$ cat config.mk
export PLATFORM = sky130hd
export DESIGN_NAME = retire_trace_unit
export DESIGN_NICKNAME = d
export VERILOG_FILES = /design/src/rtl/retire_trace_unit.sv
export SDC_FILE = /design/constraint.sdc
export NUM_CORES = 2
export LEC_CHECK = 0
export BUFFER_PORTS_ARGS = -buffer_cell sky130_fd_sc_hd__buf_2
export CAP_MARGIN = 10
export CORE_MARGIN = 2
export CORE_UTILIZATION = 30
export CTS_BUF_LIST = sky130_fd_sc_hd__clkbuf_2
export CTS_CLUSTER_DIAMETER = 50
export DETAILED_ROUTE_END_ITERATION = 10
export GPL_ROUTABILITY_DRIVEN = 0
export PLACE_DENSITY_LB_ADDON = 0.25
export RECOVER_POWER = 25
export SLEW_MARGIN = 15
export SYNTH_ARGS = -nofsm -noshare
export SYNTH_HDL_FRONTEND = slang
export SYNTH_SLANG_ARGS = --single-unit
$ cat constraint.sdc
create_clock -name clk -period 19.37 [get_ports clk]
set_input_delay 2.9055 -clock clk [delete_from_list [all_inputs] [get_ports clk]]
set_output_delay 2.9055 -clock clk [all_outputs]
set_load 0.005 [all_outputs]
$ cat src/rtl/retire_trace_unit.sv
// retire_trace_unit: timestamps register writes and committed stores into an in-order trace FIFO,
// and flags tohost completion and retirement watchdog expiry.
module retire_trace_unit #(
   parameter int XLEN = 32,
   parameter int DEPTH = 8,
   parameter int WDOG_LIMIT = 1000,
   parameter logic [XLEN-1:0] TOHOST_ADDR = 32'h1000_0000
) (
   input  logic            clk,
   input  logic            rst,
   input  logic            wb_valid,
   input  logic [XLEN-1:0] wb_tag,
   input  logic [31:0]     wb_instr,
   input  logic [4:0]      wb_rd,
   input  logic [XLEN-1:0] wb_data,
   input  logic            st_valid,
   input  logic [XLEN-1:0] st_tag,
   input  logic [31:0]     st_instr,
   input  logic [XLEN-1:0] st_addr,
   input  logic [XLEN-1:0] st_data,
   output logic            trace_valid,
   input  logic            trace_ready,
   output logic            trace_kind,
   output logic [31:0]     trace_cycle,
   output logic [XLEN-1:0] trace_tag,
   output logic [31:0]     trace_instr,
   output logic [XLEN-1:0] trace_dest,
   output logic [XLEN-1:0] trace_data,
   output logic            overflow,
   output logic [15:0]     drop_count,
   output logic            finish_seen,
   output logic            done,
   output logic            timeout
);
   localparam int AW = $clog2(DEPTH);
   localparam int IW = $clog2(WDOG_LIMIT + 1);
   localparam logic [AW:0] DEPTH_P = (AW+1)'(DEPTH);
   localparam logic [IW-1:0] LIM = IW'(WDOG_LIMIT);
   typedef struct packed {
      logic            kind;
      logic [31:0]     cycle;
      logic [XLEN-1:0] tag;
      logic [31:0]     instr;
      logic [XLEN-1:0] dest;
      logic [XLEN-1:0] data;
   } entry_t;
   entry_t mem [DEPTH];
   entry_t wb_e, st_e, head;
   logic [AW:0] wr_ptr, rd_ptr, occ, free_slots, push_n;
   logic [AW-1:0] wa, sa;
   logic [31:0] cycle_cnt;
   logic [IW-1:0] idle_cnt;
   logic [16:0] dsum;
   logic [1:0] drops;
   logic empty, pop, wb_acc, st_acc;
   always_comb begin
      empty = wr_ptr == rd_ptr;
      trace_valid = !empty;
      pop = trace_valid & trace_ready;
      occ = wr_ptr - rd_ptr;
      // a same-cycle pop frees its slot for this cycle's pushes
      free_slots = DEPTH_P - occ + (AW+1)'(pop);
      wb_acc = wb_valid & (free_slots != '0);
      st_acc = st_valid & (wb_acc ? free_slots >= (AW+1)'(2) : free_slots != '0);
      push_n = (AW+1)'(wb_acc) + (AW+1)'(st_acc);
      drops = 2'(wb_valid & !wb_acc) + 2'(st_valid & !st_acc);
      dsum = {1'b0, drop_count} + 17'(drops);
      wa = wr_ptr[AW-1:0];
      sa = wb_acc ? wa + AW'(1) : wa;
      wb_e = '{kind: 1'b0, cycle: cycle_cnt, tag: wb_tag, instr: wb_instr, dest: XLEN'(wb_rd), data: wb_data};
      st_e = '{kind: 1'b1, cycle: cycle_cnt, tag: st_tag, instr: st_instr, dest: st_addr, data: st_data};
      head = trace_valid ? mem[rd_ptr[AW-1:0]] : '0;
      trace_kind = head.kind;
      trace_cycle = head.cycle;
      trace_tag = head.tag;
      trace_instr = head.instr;
      trace_dest = head.dest;
      trace_data = head.data;
      done = finish_seen & empty;
   end
   always_ff @(posedge clk) begin
      if (wb_acc) mem[wa] <= wb_e;
      if (st_acc) mem[sa] <= st_e;
   end
   always_ff @(posedge clk or posedge rst) begin
      if (rst) begin
         wr_ptr <= '0;
         rd_ptr <= '0;
         cycle_cnt <= '0;
         idle_cnt <= '0;
         drop_count <= '0;
         overflow <= 1'b0;
         finish_seen <= 1'b0;
         timeout <= 1'b0;
      end else begin
         wr_ptr <= wr_ptr + push_n;
         rd_ptr <= rd_ptr + (AW+1)'(pop);
         cycle_cnt <= cycle_cnt + 32'd1;
         idle_cnt <= wb_valid ? '0 : (idle_cnt == LIM ? idle_cnt : idle_cnt + IW'(1));
         drop_count <= dsum[16] ? 16'hFFFF : dsum[15:0];
         overflow <= overflow | (drops != 2'd0);
         finish_seen <= finish_seen | (st_valid && st_addr == TOHOST_ADDR);
         timeout <= timeout | (idle_cnt == LIM);
      end
   end
endmodule
==> flow_summary_export.csv <==
group,metric,value,unit
grt,grt_first_pass_wirelength,332000,um
synth,ys_seq_elements,1357,
die,start_util,30.2,%
clocking,cts-root-to-sink-buffers,4,
die,fp.coreArea,0.213,mm^2
clocking,cts_resized,0,
final_layout,nNetsFinal,5391,
min_path,min-delay-path-class,"flop to flop",
setup_path,r2r-start,"wr_ptr[1]",
clocking,h-tree-depth,5,
min_path,worst_hold_path.endpoint,"timeout",
clocking,postCtsHoldBufs,0,
route,detail_route.wl_per_cell,28.0,um
setup_path,crit_top_cell,"ha_1",
final_layout,flow.area_growth_from_synthesis,12.2,%
die,core.rowCount,169,
clocking,clkLatencyLatePin,1.85,ns
die,die_y,467,um
timing,slew_at_the_pin_closest_to_its_max_slew_limit,5.50,ns
clocking,cts_sinks,1357,
setup_path,worst-r2r-cell-count,22,
clocking,clockRootBuffer,"clkbuf_2",
setup_path,slowest_stage,"a31o_1",
final_layout,drive_above_1_share,25.8,%
setup_path,worstReg2RegEnd,"mem[7][76]",
clocking,clkSlewWorstSetupHoldPaths,0.10,ns
synth,asyncSetResetFlopFracSynth,5.08,%
grt,largest_net_degree_at_the_start_of_global_routing,167,
timing,grt_setup_unrepaired,"false",
timing,worst_clk_skew,0.146,ns
synth,synthDistinctLibCells,58,
min_path,hold_path.startpoint,"timeout",
timing,fmax,70.6,MHz
setup_path,worst-path-max-fanout,109,
timing,drv_slew,823,
route,first_iter_violations,5421,
route,totalWireLength,231000,um
power_and_ir_drop,powerDensity,215,mW/mm^2
grt,grt_usage,20.7,%
min_path,timing.hold.worst_path_depth,1,
setup_path,critical_path.cell_chain,"clkinv_1 > ha_1 > nand2_1 > nor3_1 > clkbuf_1 > inv_1 > nand2_1 > ha_1 > inv_1 > ha_1 > a21oi_1 > a21o_1 > a31o_1 > inv_4 > ha_1 > nand2_1 > a31oi_4 > clkbuf_1 > a31oi_4 > clkbuf_1 > o31ai_1 > buf_12",
die,die-width,467,um
status,failing_checks,"capacitance limit, slew limit",
synth,synthesis.instances,4720,
clocking,cts_buffers,387,
placed_design,dpl.hpwl,123000,um
timing,timing_hold_violations_final,0,
synth,synth_fp_nets,4975,
setup_path,timing.critical_path.max_delay_family,"buffers and inverters",
timing,timing.final.ws_setup,5.20,ns
setup_path,crit_path_required_time,20.74,ns
run,cap_violations,17,
setup_path,timing.critical_path.buf_inv,8,
setup_path,setup.worst_path.start_class,"flop",
final_layout,final.fill_count,21216,
route,vias,47308,
route,postRouteAntennaNets,0,
synth,yosys_most_used_dff,"edfxtp_1",
setup_path,critPathArrivalTime,15.54,ns
synth,avgSynthCellArea,13.6,um^2
grt,grt_antenna_before_repair,51,
synth,ys_seq_area_share,62.7,%
grt,grt.overflow.total,0,
setup_path,setup.reg_to_reg.worst_slack,5.20,ns
route,detail_route.drc_violations,0,
route,detail_route.first_pass.iterations,6,
placed_design,worst_case_setup_slack_after_placement,8.56,ns
setup_path,crit_path_end_kind,"flop",
timing,finalCritPeriodShare,73.2,%
synth,largest_cells_by_area_after_synthesis,"edfxtp_1 60%, mux4_2 11%, o22ai_1 8.5%",
grt,first_global_vias,48397,
die,die-area,0.218,mm^2
power_and_ir_drop,power_leakage,24.0,nW
final_layout,mostFrequentLayoutCell,"edfxtp_1",
timing,setup_tns,0,ns
power_and_ir_drop,vdd_drop_max,0.232,mV
route,vias_per_cell,5.73,
die,ports_placed_on_the_boundary,416,
synth,yosysTopAreaCell,"edfxtp_1",
final_layout,top_library_cells_by_usage_in_the_layout_fill_and_taps_aside,"1,280 x edfxtp_1, 872 x o22ai_1, 585 x clkbuf_2",
synth,synth_largest_type_area_fraction,59.8,%
synth,synthesis.yosys.warnings,0,
synth,synth.cell_area,0.0643,mm^2
timing,setup_viol,0,
placed_design,numPortBuffers,415,
setup_path,worst_path_largest_cell_delay,2.56,ns
timing,max-slew-margin-rel,-267,%
synth,synth_enable_flop_cells,1280,
status,status,"finished, violations left",
clocking,tritoncts,"built",
timing,layout_min_cycle_time,14.17,ns
clocking,post-cts-setup-buffer-count,0,
setup_path,path_class,"flop to flop",
routing by layer:
layer	share of wire (%)	GRT usage, %	vias to the layer above	wire, um
met5	0.084	0	-	194
met4	3.5	8.46	32	8030
met3	9.2	4.63	540	21300
met2	47	33.0	2748	109000
met1	40	27.2	23990	93100
li1	-	-	19998	-
logic make-up (layout without fill, tap and decap cells):
family | after synthesis | in the layout | synth area share, %
fa+ha+maj | 21 | 21 | 0.444
compound gates | 1128 | 1128 | 11.1
flops | 1357 | 1357 | 62.7
buf+inv | 529 | 1214 | 3.63
other cells | 0 | 29 | 0
xor+xnor | 55 | 55 | 0.773
mux | 490 | 490 | 13.9
simple gates | 1140 | 1140 | 7.39
Yosys cell counts, drive strengths merged, types with 4 or more instances:
| cell | count |
|---|---|
| nand2b | 6 |
| o21ai | 12 |
| o32ai | 64 |
| dfxtp | 8 |
| o22ai | 872 |
| o211ai | 6 |
| edfxtp | 1280 |
| nor3 | 5 |
| inv | 31 |
| mux2i | 163 |
| nor4 | 13 |
| mux2 | 5 |
| nand3 | 222 |
| dfrtp | 69 |
| and3 | 14 |
| nand4 | 7 |
| a21oi | 138 |
| a311oi | 9 |
| xor2 | 16 |
| o31ai | 4 |
| buf | 276 |
| nor2b | 5 |
| a31oi | 8 |
| mux4 | 322 |
| xnor2 | 38 |
| nor2 | 403 |
| nand2 | 447 |
| clkinv | 18 |
| clkbuf | 204 |
| ha | 18 |
| or3 | 4 |
power breakdown:
part	internal, mW	total (mW)	switching (mW)
Clock	0.836	2.11	1.28
Sequential	4.96	5.32	0.362
Combinational	2.36	8.08	5.72
Total	8.15	15.5	7.36
layout make-up:
type / instances / area, um^2 / area share, %
tap: 2821 / 3530 / 4.90
clock buffer: 577 / 2890 / 4.01
multi-input combinational: 2834 / 21900 / 30.3
sequential: 1357 / 40300 / 56.0
antenna: 29 / 72.6 / 0.101
inverter: 49 / 193 / 0.267
clock inverter: 81 / 428 / 0.594
timing repair buffer: 507 / 2780 / 3.85
worst register-to-register path, stage by stage (launching register included):
cell and delay, ns:
dfrtp_1 0.58, clkinv_1 0.39, ha_1 0.44, nand2_1 0.06
nor3_1 0.70, clkbuf_1 0.20, inv_1 0.06, nand2_1 0.12
ha_1 0.21, inv_1 0.06, ha_1 0.19, a21oi_1 0.20
a21o_1 0.78, a31o_1 2.56, inv_4 0.66, ha_1 0.67
nand2_1 0.22, a31oi_4 0.32, clkbuf_1 2.25, a31oi_4 0.14
clkbuf_1 0.95, o31ai_1 0.93, buf_12 0.63
sequential cells by signal, summed over array words and instances (netlist names):
name	cells
drop_count	16
idle_cnt	10
finish_seen	1
rd_ptr	4
timeout	1
overflow	1
cycle_cnt	32
wr_ptr	4
mem	1288
per-stage QoR:
stage               instances  util (%)  power, mW  hold WS (ns)  instance area (um^2)
floorplan                4720         -       10.5         0.427                 64300
global placement         7568      32.4       13.4         0.450                 68900
detailed placement       7568      32.4       13.5         0.454                 68900
CTS                      8226      34.0       15.7         0.481                 72200
global route             8246      33.9       16.3         0.499                 72100
finish                   8255      33.9       15.5         0.479                 72100
how the worst max path moves through the flow:
stage | startpoint | end | slack [ns] | cells after the start
2_1_floorplan | trace_ready | mem[6][0] | 1.26 | 16
3_3_place_gp | trace_ready | mem[5][94] | 8.65 | 20
3_5_place_dp | trace_ready | mem[5][93] | 8.56 | 20
4_1_cts | wr_ptr[1] | mem[5][74] | 9.29 | 23
5_1_grt | wr_ptr[1] | mem[7][83] | 4.52 | 22
6_report | wr_ptr[1] | mem[7][76] | 5.20 | 22
(Power assumes the default switching activity.)
